==> src/rtl/alu_flag_unit_if.sv <==
// Operand/command and result/flag bundle between the decoder, alu_flag_unit and the PSR.
// Request/acknowledge: psr_update_request stays high with result and flags stable until a rising edge samples ack_update_request high; that edge drops the request and pulses result_valid.
interface alu_flag_unit_if;
  logic       op_start;
  logic [3:0] op_sel;
  logic [7:0] a_in;
  logic [7:0] b_in;
  logic [7:0] psr_in;
  logic       ack_update_request;
  logic       alu_busy;
  logic [7:0] result;
  logic       result_valid;
  logic       n_result;
  logic       v_result;
  logic       z_result;
  logic       c_result;
  logic       psr_update_request;
  logic [1:0] dbg_state;

  modport master (
    output op_start, op_sel, a_in, b_in, psr_in, ack_update_request,
    input  alu_busy, result, result_valid, n_result, v_result, z_result, c_result,
           psr_update_request, dbg_state
  );

  modport slave (
    input  op_start, op_sel, a_in, b_in, psr_in, ack_update_request,
    output alu_busy, result, result_valid, n_result, v_result, z_result, c_result,
           psr_update_request, dbg_state
  );
endinterface

==> src/rtl/alu_flag_unit.sv <==
// Multi-cycle 8-bit 65C02 ALU producing N/V/Z/C for the PSR over a request/ack handshake.
// Define ALU_DECIMAL_EN to add the DADJ state and BCD correction for ADC/SBC when D=1.
module alu_flag_unit (
  input  logic            phi2,
  input  logic            rst,
  alu_flag_unit_if.slave  alu
);
  typedef enum logic [1:0] {
    S_IDLE = 2'd0,
    S_EXEC = 2'd1,
    S_DADJ = 2'd2,
    S_REQ  = 2'd3
  } state_t;

  localparam logic [3:0] OP_ADC = 4'h0, OP_SBC = 4'h1, OP_AND = 4'h2, OP_ORA = 4'h3,
                         OP_EOR = 4'h4, OP_ASL = 4'h5, OP_LSR = 4'h6, OP_ROL = 4'h7,
                         OP_ROR = 4'h8, OP_INC = 4'h9, OP_DEC = 4'hA, OP_CMP = 4'hB,
                         OP_BIT = 4'hC;

  state_t     r_state, w_next;
  logic [7:0] r_a, r_b;
  logic [3:0] r_op;
  logic       r_n_in, r_v_in, r_z_in, r_c_in;
  logic [7:0] r_result;
  logic       r_n, r_v, r_z, r_c;
  logic       r_req, r_valid;

  logic       w_busy, w_req_d, w_valid_d;
  logic [1:0] w_dbg;
  logic [7:0] w_b_eff, w_res;
  logic [8:0] w_sum, w_cmp;
  logic       w_n, w_v, w_z, w_c;

`ifdef ALU_DECIMAL_EN
  logic       r_d_in;
  logic [4:0] w_lo;
  logic [7:0] w_adj, w_dres;
  logic       w_dc;
`endif

  always_ff @(posedge phi2) begin
    if (rst) r_state <= S_IDLE;
    else     r_state <= w_next;
  end

  always_comb begin
    w_next = r_state;
    case (r_state)
      S_IDLE: if (alu.op_start) w_next = S_EXEC;
      S_EXEC: begin
        w_next = S_REQ;
`ifdef ALU_DECIMAL_EN
        if (r_d_in && (r_op == OP_ADC || r_op == OP_SBC)) w_next = S_DADJ;
`endif
      end
`ifdef ALU_DECIMAL_EN
      S_DADJ: w_next = S_REQ;
`endif
      S_REQ:  if (alu.ack_update_request) w_next = S_IDLE;
      default: w_next = S_IDLE;
    endcase
  end

  always_comb begin
    w_busy    = (r_state != S_IDLE);
    w_dbg     = r_state;
    w_req_d   = (w_next == S_REQ);
    w_valid_d = (r_state == S_REQ) && alu.ack_update_request;
  end

  // Binary result and flags from the captured operands; unaffected flags default to the captured PSR.
  always_comb begin
    w_b_eff = (r_op == OP_SBC) ? ~r_b : r_b;
    w_sum   = {1'b0, r_a} + {1'b0, w_b_eff} + {8'd0, r_c_in};
    w_cmp   = {1'b0, r_a} - {1'b0, r_b};
    w_res   = r_a;
    w_n     = r_n_in;
    w_v     = r_v_in;
    w_z     = r_z_in;
    w_c     = r_c_in;
    case (r_op)
      OP_ADC, OP_SBC: begin
        w_res = w_sum[7:0];
        w_c   = w_sum[8];
        w_v   = (r_a[7] == w_b_eff[7]) && (w_sum[7] != r_a[7]);
      end
      OP_AND: w_res = r_a & r_b;
      OP_ORA: w_res = r_a | r_b;
      OP_EOR: w_res = r_a ^ r_b;
      OP_ASL: begin w_res = {r_a[6:0], 1'b0};   w_c = r_a[7]; end
      OP_LSR: begin w_res = {1'b0, r_a[7:1]};   w_c = r_a[0]; end
      OP_ROL: begin w_res = {r_a[6:0], r_c_in}; w_c = r_a[7]; end
      OP_ROR: begin w_res = {r_c_in, r_a[7:1]}; w_c = r_a[0]; end
      OP_INC: w_res = r_a + 8'd1;
      OP_DEC: w_res = r_a - 8'd1;
      OP_CMP: w_c = ~w_cmp[8];
      default: ;
    endcase
    if (r_op <= OP_DEC) begin
      w_n = w_res[7];
      w_z = (w_res == 8'h00);
    end else if (r_op == OP_CMP) begin
      w_n = w_cmp[7];
      w_z = (w_cmp[7:0] == 8'h00);
    end else if (r_op == OP_BIT) begin
      w_n = r_b[7];
      w_v = r_b[6];
      w_z = ((r_a & r_b) == 8'h00);
    end
  end

`ifdef ALU_DECIMAL_EN
  // Operands stay captured through DADJ, so the nibble carry is recomputed rather than stored.
  always_comb begin
    w_lo  = {1'b0, r_a[3:0]} + {1'b0, w_b_eff[3:0]} + {4'd0, r_c_in};
    w_adj = 8'h00;
    w_dc  = r_c;
    if (r_op == OP_ADC) begin
      if ((r_result[3:0] > 4'd9) || (w_lo > 5'd15)) w_adj = w_adj + 8'h06;
      if ({r_c, r_result} > 9'h099) begin
        w_adj = w_adj + 8'h60;
        w_dc  = 1'b1;
      end
    end else begin
      if (w_lo < 5'd16) w_adj = w_adj - 8'h06;
      if (!r_c)         w_adj = w_adj - 8'h60;
    end
    w_dres = r_result + w_adj;
  end
`endif

  always_ff @(posedge phi2) begin
    if (rst) begin
      r_a      <= 8'h00;
      r_b      <= 8'h00;
      r_op     <= 4'h0;
      r_n_in   <= 1'b0;
      r_v_in   <= 1'b0;
      r_z_in   <= 1'b0;
      r_c_in   <= 1'b0;
      r_result <= 8'h00;
      r_n      <= 1'b0;
      r_v      <= 1'b0;
      r_z      <= 1'b0;
      r_c      <= 1'b0;
      r_req    <= 1'b0;
      r_valid  <= 1'b0;
`ifdef ALU_DECIMAL_EN
      r_d_in   <= 1'b0;
`endif
    end else begin
      r_req   <= w_req_d;
      r_valid <= w_valid_d;
      if (r_state == S_IDLE && alu.op_start) begin
        r_a    <= alu.a_in;
        r_b    <= alu.b_in;
        r_op   <= alu.op_sel;
        r_n_in <= alu.psr_in[7];
        r_v_in <= alu.psr_in[6];
        r_z_in <= alu.psr_in[1];
        r_c_in <= alu.psr_in[0];
`ifdef ALU_DECIMAL_EN
        r_d_in <= alu.psr_in[3];
`endif
      end
      if (r_state == S_EXEC) begin
        r_result <= w_res;
        r_n      <= w_n;
        r_v      <= w_v;
        r_z      <= w_z;
        r_c      <= w_c;
      end
`ifdef ALU_DECIMAL_EN
      if (r_state == S_DADJ) begin
        r_result <= w_dres;
        r_c      <= w_dc;
        r_n      <= w_dres[7];
        r_z      <= (w_dres == 8'h00);
      end
`endif
    end
  end

  assign alu.alu_busy           = w_busy;
  assign alu.dbg_state          = w_dbg;
  assign alu.result             = r_result;
  assign alu.result_valid       = r_valid;
  assign alu.n_result           = r_n;
  assign alu.v_result           = r_v;
  assign alu.z_result           = r_z;
  assign alu.c_result           = r_c;
  assign alu.psr_update_request = r_req;
endmodule
==> src/flat_wrapper.sv <==
// flat-port wrapper written by rule: the top's interface ports become plain ports
module alu_flag_unit_flat 
  (phi2, rst, alu_op_start, alu_op_sel, alu_a_in, alu_b_in, alu_psr_in, alu_ack_update_request, alu_alu_busy, alu_result, alu_result_valid, alu_n_result, alu_v_result, alu_z_result, alu_c_result, alu_psr_update_request, alu_dbg_state);
  alu_flag_unit_if alu_i ();
  input  logic phi2;
  input  logic rst;
  input wire logic [$bits(alu_i.op_start)-1:0] alu_op_start;
  input wire logic [$bits(alu_i.op_sel)-1:0] alu_op_sel;
  input wire logic [$bits(alu_i.a_in)-1:0] alu_a_in;
  input wire logic [$bits(alu_i.b_in)-1:0] alu_b_in;
  input wire logic [$bits(alu_i.psr_in)-1:0] alu_psr_in;
  input wire logic [$bits(alu_i.ack_update_request)-1:0] alu_ack_update_request;
  output wire logic [$bits(alu_i.alu_busy)-1:0] alu_alu_busy;
  output wire logic [$bits(alu_i.result)-1:0] alu_result;
  output wire logic [$bits(alu_i.result_valid)-1:0] alu_result_valid;
  output wire logic [$bits(alu_i.n_result)-1:0] alu_n_result;
  output wire logic [$bits(alu_i.v_result)-1:0] alu_v_result;
  output wire logic [$bits(alu_i.z_result)-1:0] alu_z_result;
  output wire logic [$bits(alu_i.c_result)-1:0] alu_c_result;
  output wire logic [$bits(alu_i.psr_update_request)-1:0] alu_psr_update_request;
  output wire logic [$bits(alu_i.dbg_state)-1:0] alu_dbg_state;
  assign alu_i.op_start = alu_op_start;
  assign alu_i.op_sel = alu_op_sel;
  assign alu_i.a_in = alu_a_in;
  assign alu_i.b_in = alu_b_in;
  assign alu_i.psr_in = alu_psr_in;
  assign alu_i.ack_update_request = alu_ack_update_request;
  assign alu_alu_busy = alu_i.alu_busy;
  assign alu_result = alu_i.result;
  assign alu_result_valid = alu_i.result_valid;
  assign alu_n_result = alu_i.n_result;
  assign alu_v_result = alu_i.v_result;
  assign alu_z_result = alu_i.z_result;
  assign alu_c_result = alu_i.c_result;
  assign alu_psr_update_request = alu_i.psr_update_request;
  assign alu_dbg_state = alu_i.dbg_state;
  alu_flag_unit u_core (.phi2(phi2), .rst(rst), .alu(alu_i));
endmodule
==> config.mk <==
export PLATFORM = sky130hd
export DESIGN_NAME = alu_flag_unit_flat
export DESIGN_NICKNAME = d
export VERILOG_FILES = /design/src/rtl/alu_flag_unit_if.sv /design/src/rtl/alu_flag_unit.sv /design/src/flat_wrapper.sv
export SDC_FILE = /design/constraint.sdc
export NUM_CORES = 1
export LEC_CHECK = 0
export BUFFER_PORTS_ARGS = -buffer_cell sky130_fd_sc_hd__buf_2
export CORE_UTILIZATION = 47
export CTS_CLUSTER_SIZE = 24
export DETAILED_ROUTE_END_ITERATION = 8
export PLACE_DENSITY = 0.78
export SLEW_MARGIN = 10
export SYNTH_ARGS = -nofsm -noshare
export SYNTH_HDL_FRONTEND = slang
export SYNTH_SLANG_ARGS = --single-unit
==> constraint.sdc <==
create_clock -name phi2 -period 4.7 [get_ports phi2]
set_input_delay 1.175 -clock phi2 [delete_from_list [all_inputs] [get_ports phi2]]
set_output_delay 1.175 -clock phi2 [all_outputs]
set_load 0.05 [all_outputs]
# Word-level counts from Yosys, hierarchy flattened
# Index checks and enable logic that the tools add are counted.
[op_classes]
n_eq_ne = 17
muxes = 16
n_lt_le_gt_ge = 1
n_bitwise = 5
add_sub_neg = 5
n_reduce_logical = 12
[ops]
columns = ["op", "n"]
rows = [
  ["8-bit case mux with 10 select lines", 1],
  ["8-bit logical NOT", 3],
  ["4-bit == test, second input constant", 5],
  ["4-bit by 3-bit == test with 1-bit output, second input constant", 4],
  ["1-bit 2-to-1 mux", 10],
  ["8-bit by 8-bit adder with 9-bit output", 1],
  ["9-bit by 1-bit adder with 9-bit output", 1],
  ["8-bit by 8-bit subtractor with 9-bit output", 1],
  ["8-bit by 1-bit adder with 8-bit output, second input constant", 1],
  ["8-bit AND", 1],
  ["4-bit by 2-bit == test with 1-bit output, second input constant", 2],
  ["8-bit 2-to-1 mux", 1],
  ["8-bit inverter", 1],
  ["8-bit bitwise OR", 1],
  ["8-bit by 1-bit subtractor with 8-bit output, second input constant", 1],
  ["8-bit bitwise XOR", 1],
  ["2-bit case mux with 3 select lines", 1],
  ["2-bit OR reduction", 3],
  ["2-bit == test, second input constant", 2],
  ["4-bit by 1-bit == test with 1-bit output, second input constant", 1],
  ["4-bit less-or-equal comparator, second input constant", 1],
  ["4-bit logical NOT", 1],
  ["2-bit 2-to-1 mux", 2],
  ["1-bit case mux with 4 select lines", 1],
  ["other kinds (7)", 9],
]
[word_totals]
inputBits = 32
elab_cells = 71
output_inout_bits = 17
regBits = 40

# Logic depth before layout (Yosys ltp)
[depth]
depth_word = 10
mapped_depth = 18

# Worst setup path after synthesis
# No wires, ideal clock.
[synth_timing]
kind = "reg2reg"
from = "register u_core.r_op[0]"
to = "register u_core.r_z (netlist: u_core.alu.z_result)"
path_stages_with_launch = 19
n_path_buf = 5
setup_ps = 84
period_less_slack_ps = 4120
arrival_time_ps = 4036
setup_slack_ps = 580
required_time_ps = 4616
path_cell_list = "dfxtp_1 buf_6 buf_2 buf_2 clkbuf_1 and2_1 clkbuf_1 xnor2_1 fa_1 inv_1 fa_1 a211oi_1 nor3b_2 mux2i_1 nor3_1 a21oi_1 a2bb2oi_1 or4_1 o31ai_2"
[synth_between]
elab_chain_len = 7
[synth_rtl]
columns = ["element", "line", "source"]
rows = [
  ["start, declared", "alu_flag_unit.sv:22", "logic [3:0] r_op;"],
  ["start signal, assigned", "alu_flag_unit.sv:157", "r_op <= alu.op_sel;"],
  ["4-bit by 1-bit == test with 1-bit output", "alu_flag_unit.sv:73, alu_flag_unit.sv:81", ""],
  ["8-bit 2-to-1 mux", "alu_flag_unit.sv:73", "w_b_eff = (r_op == OP_SBC) ? ~r_b : r_b;"],
  ["8-bit by 8-bit adder with 9-bit output", "alu_flag_unit.sv:74", "w_sum = {1'b0, r_a} + {1'b0, w_b_eff} + {8'd0, r_c_in};"],
  ["9-bit by 1-bit adder with 9-bit output", "alu_flag_unit.sv:74", ""],
  ["8-bit case mux with 10 select lines", "alu_flag_unit.sv:81", "case (r_op)"],
  ["8-bit logical NOT", "alu_flag_unit.sv:101", "w_z = (w_res == 8'h00);"],
  ["1-bit 2-to-1 mux (*)", "alu_flag_unit.sv:99", "if (r_op <= OP_DEC) begin"],
  ["end signal, assigned", "alu_flag_unit.sv:170", "r_z <= w_z;"],
  ["end, declared", "alu_flag_unit.sv:25", "logic r_n, r_v, r_z, r_c;"],
]
# Mark *: on every way between the ends. The rest lies on a longest branch, timed or not.
# A chain may end at the register's enable or synchronous reset.

# Worst setup path after layout
[layout_timing]
from = "register u_core.r_op[3]"
to = "register u_core.r_z (netlist: u_core.alu.z_result)"
# The elaborated chain is that of the path after synthesis.

==> results.md <==
- Outcome: finished, final reports clean
- N_diodes: 0
- Max-slew violation count: 0
- Register area share after synthesis: 23.3%
- Routability cong.: 1.01
- Headroom to the max-slew limit: 46.1%
- Commonest non-fill, non-tap cell in the layout: nand2_1
- Pwr/cell area: 302 mW/mm2
- Die area: between 0.007 and 0.008 mm2
- Syn. warnings: 0
- Layout Area Growth over Synthesis: 10.4%
- Max frequency: 0.266 GHz
- R2r endpoint: u_core.alu.z_result
- Pwr Total: 1.15 mW
- Clock transition at the registers of the reported paths: 0.08 ns
- Clk sinks: 40
- CTS Buf Count: 5
- Nets: 572
- Final Setup Violations: 0
- Total track usage: between 20% and 30%
- DR iter-0 viols: 324
- Syn nets: 542
- Crit path max fanout: 3
- Final worst-path cycle share: around 80%
- Final hold violations: 0
- Most used DFF post-synth: dfxtp_1
- EDFF count, synth: 0
- Worst hold path depth: 2
- Synthesized area: 0.00344 mm2
- Vert. Die Dim: 87.6 um
- GRT Residual Overflow: 0
- Initial antenna violation count: 0
- Number of vias per cell: 5.88
- Fraction of layout cells with a size suffix above 1: 12.6%
- Async SR Flop Fraction: 0%
- H-tree levels: 2
- Unique masters post-synth: 59
- Required @ worst endpoint: 4.91 ns
- I/O pin cnt: just under 50
- Row count: 30
- Maximum VDD drop: 0.000228 V
- TNS Setup: 0 ns
- Largest net degree at the start of global routing: 39
- IO buf count: 44
- HPWL after detailed placement: 7.59 mm
- Longest Clk Path Bufs: 2
- Count of state elements after synthesis: 40
- Tmin final: about 3.8 ns
- Core ar.: 0.00694 mm2
- CP Class: flip-flop to flip-flop
- Reg2reg setup slack: a little over 0.9 ns
- Hold endpoint: u_core.alu.result[1]
- Die X: 87.6 um
- Worst-Margin Slew: 0.807 ns
- Via Count: 3540
- Gate count after technology mapping: 475
- TritonCTS clock tree: built
- ANT nets after route: 0
- Post-CTS sizing: 0
- Crit path capture type: flip-flop
- Commonest non-fill, non-tap cells in the layout: nand2_1, a21oi_1, buf_2
- Clock Latency Late Sink: 0.30 ns
- DR pass1 iterations: 5
- Clock Skew: 0.00610 ns
- Max_cap viols: 0
- Cells on worst reg2reg path: 14
- Syn avg cell area: 7.25 um2
- Root buf cell: clkbuf_8
- Crit start category: flip-flop
- Initial Utilization: between 40% and 50%
- First-pass GRT wire length: approximately 16 mm
- Wire per inst: 16.5 um
- LEAKAGE: 1.52 nW
- Worst Min Path Start: u_core.alu.result[1]
- Vias in the first global route: roughly 3200
- Worst EP arrival: 3.97 ns
- R2R Path Start: u_core.r_op[3]
- Routed wire length: 9.95 mm
- Worst min-delay path class: flip-flop to flip-flop
- Hold WS: 0.456 ns
- Post-CTS Hold Fix Bufs: 0
- RSZ-0062 raised after global routing: no
- Post-CTS Setup Bufs: 0
- DR DRC count: 0
==> state kept, by name (all words and copies together) (netlist names), 2 cells and up <==
| register | count |
|---|---|
| u_core.r_b | 8 |
| u_core.alu.result | 8 |
| u_core.r_a | 8 |
| u_core.r_op | 4 |
| u_core.alu.dbg_state | 2 |
==> kinds of logic after synthesis <==
| logic type | synth area share, % |
|---|---|
| compound gates | 25.9 |
| xor+xnor | 4.83 |
| fa+ha+maj | 13.4 |
| flops | 23.3 |
| simple gates | 23.9 |
| mux | 1.74 |
| buf+inv | 6.98 |
==> worst max-delay path, cell delays in order, from the launching register on <==
cell and delay [ns]:
dfxtp_1 0.32, nor3_1 0.23, and2_1 0.21, xnor2_1 0.15, fa_1 0.29, inv_1 0.07
fa_1 0.41, a211oi_1 0.33, nor3b_2 0.12, mux2i_1 0.16, nor3_1 0.36, a21oi_1 0.12
a2bb2oi_1 0.17, or4_1 0.56, o31ai_2 0.20
==> layer usage <==
| layer | part of all wire [%] | GRT usage, % | routed length (um) |
|---|---|---|---|
| met5 | 0 | 0 | 0 |
| met4 | 3.7 | 11.0 | 368 |
| met3 | 7.4 | 4.81 | 734 |
| met2 | 43 | 40.8 | 4310 |
| met1 | 46 | 37.2 | 4530 |
==> cells in the mapped netlist, types with 7 or more instances <==
cell / count / area share, %
nor3_1: 12 / 1.7
nand3_1: 10 / 1.5
nor2b_1: 7 / 1.3
dfxtp_1: 40 / 23
clkbuf_1: 18 / 2.0
ha_1: 32 / 12
inv_1: 26 / 2.8
a21oi_1: 60 / 8.7
nor2_1: 35 / 3.8
o21ai_0: 21 / 3.1
nand2_1: 79 / 8.6
xnor2_1: 14 / 3.6
==> per-stage QoR <==
stage          instances  utilization, %  cell area (um2)  setup slack [ns]
6_report             602            54.7             3800             0.935
4_1_cts              602            54.7             3800             0.973
2_1_floorplan        475               -             3440             0.580
3_3_place_gp         594            53.3             3700              1.08
3_5_place_dp         594            53.3             3700              1.01
5_1_grt              602            54.7             3800             0.791
==> power breakdown <==
| part | total (mW) | internal, mW | switching, mW |
|---|---|---|---|
| registers | 0.403 | 0.369 | 0.0339 |
| clock network | 0.245 | 0.119 | 0.126 |
| logic | 0.501 | 0.177 | 0.324 |
==> layout make-up <==
| class | instances | area [um2] |
|---|---|---|
| inverters | 29 | 109 |
| fillers | 676 | 3140 |
| repair buffers | 51 | 273 |
| flip-flops and latches | 40 | 801 |
| clock buffers | 6 | 82.6 |
| clock inverters | 2 | 15.0 |
| well taps | 96 | 120 |
| multi-input cells | 378 | 2400 |
==> worst max-delay path by stage <==
stage / startpoint / endpoint / slack [ns]
after CTS: u_core.r_op[3] / u_core.alu.z_result / 0.97
final: u_core.r_op[3] / u_core.alu.z_result / 0.93
after floorplan: u_core.r_op[0] / u_core.alu.z_result / 0.58
after global placement: u_core.r_op[3] / u_core.alu.z_result / 1.08
after global routing: u_core.r_op[3] / u_core.alu.z_result / 0.79
after detailed placement: u_core.r_op[3] / u_core.alu.z_result / 1.01
Power figures use the tool's default switching activity.
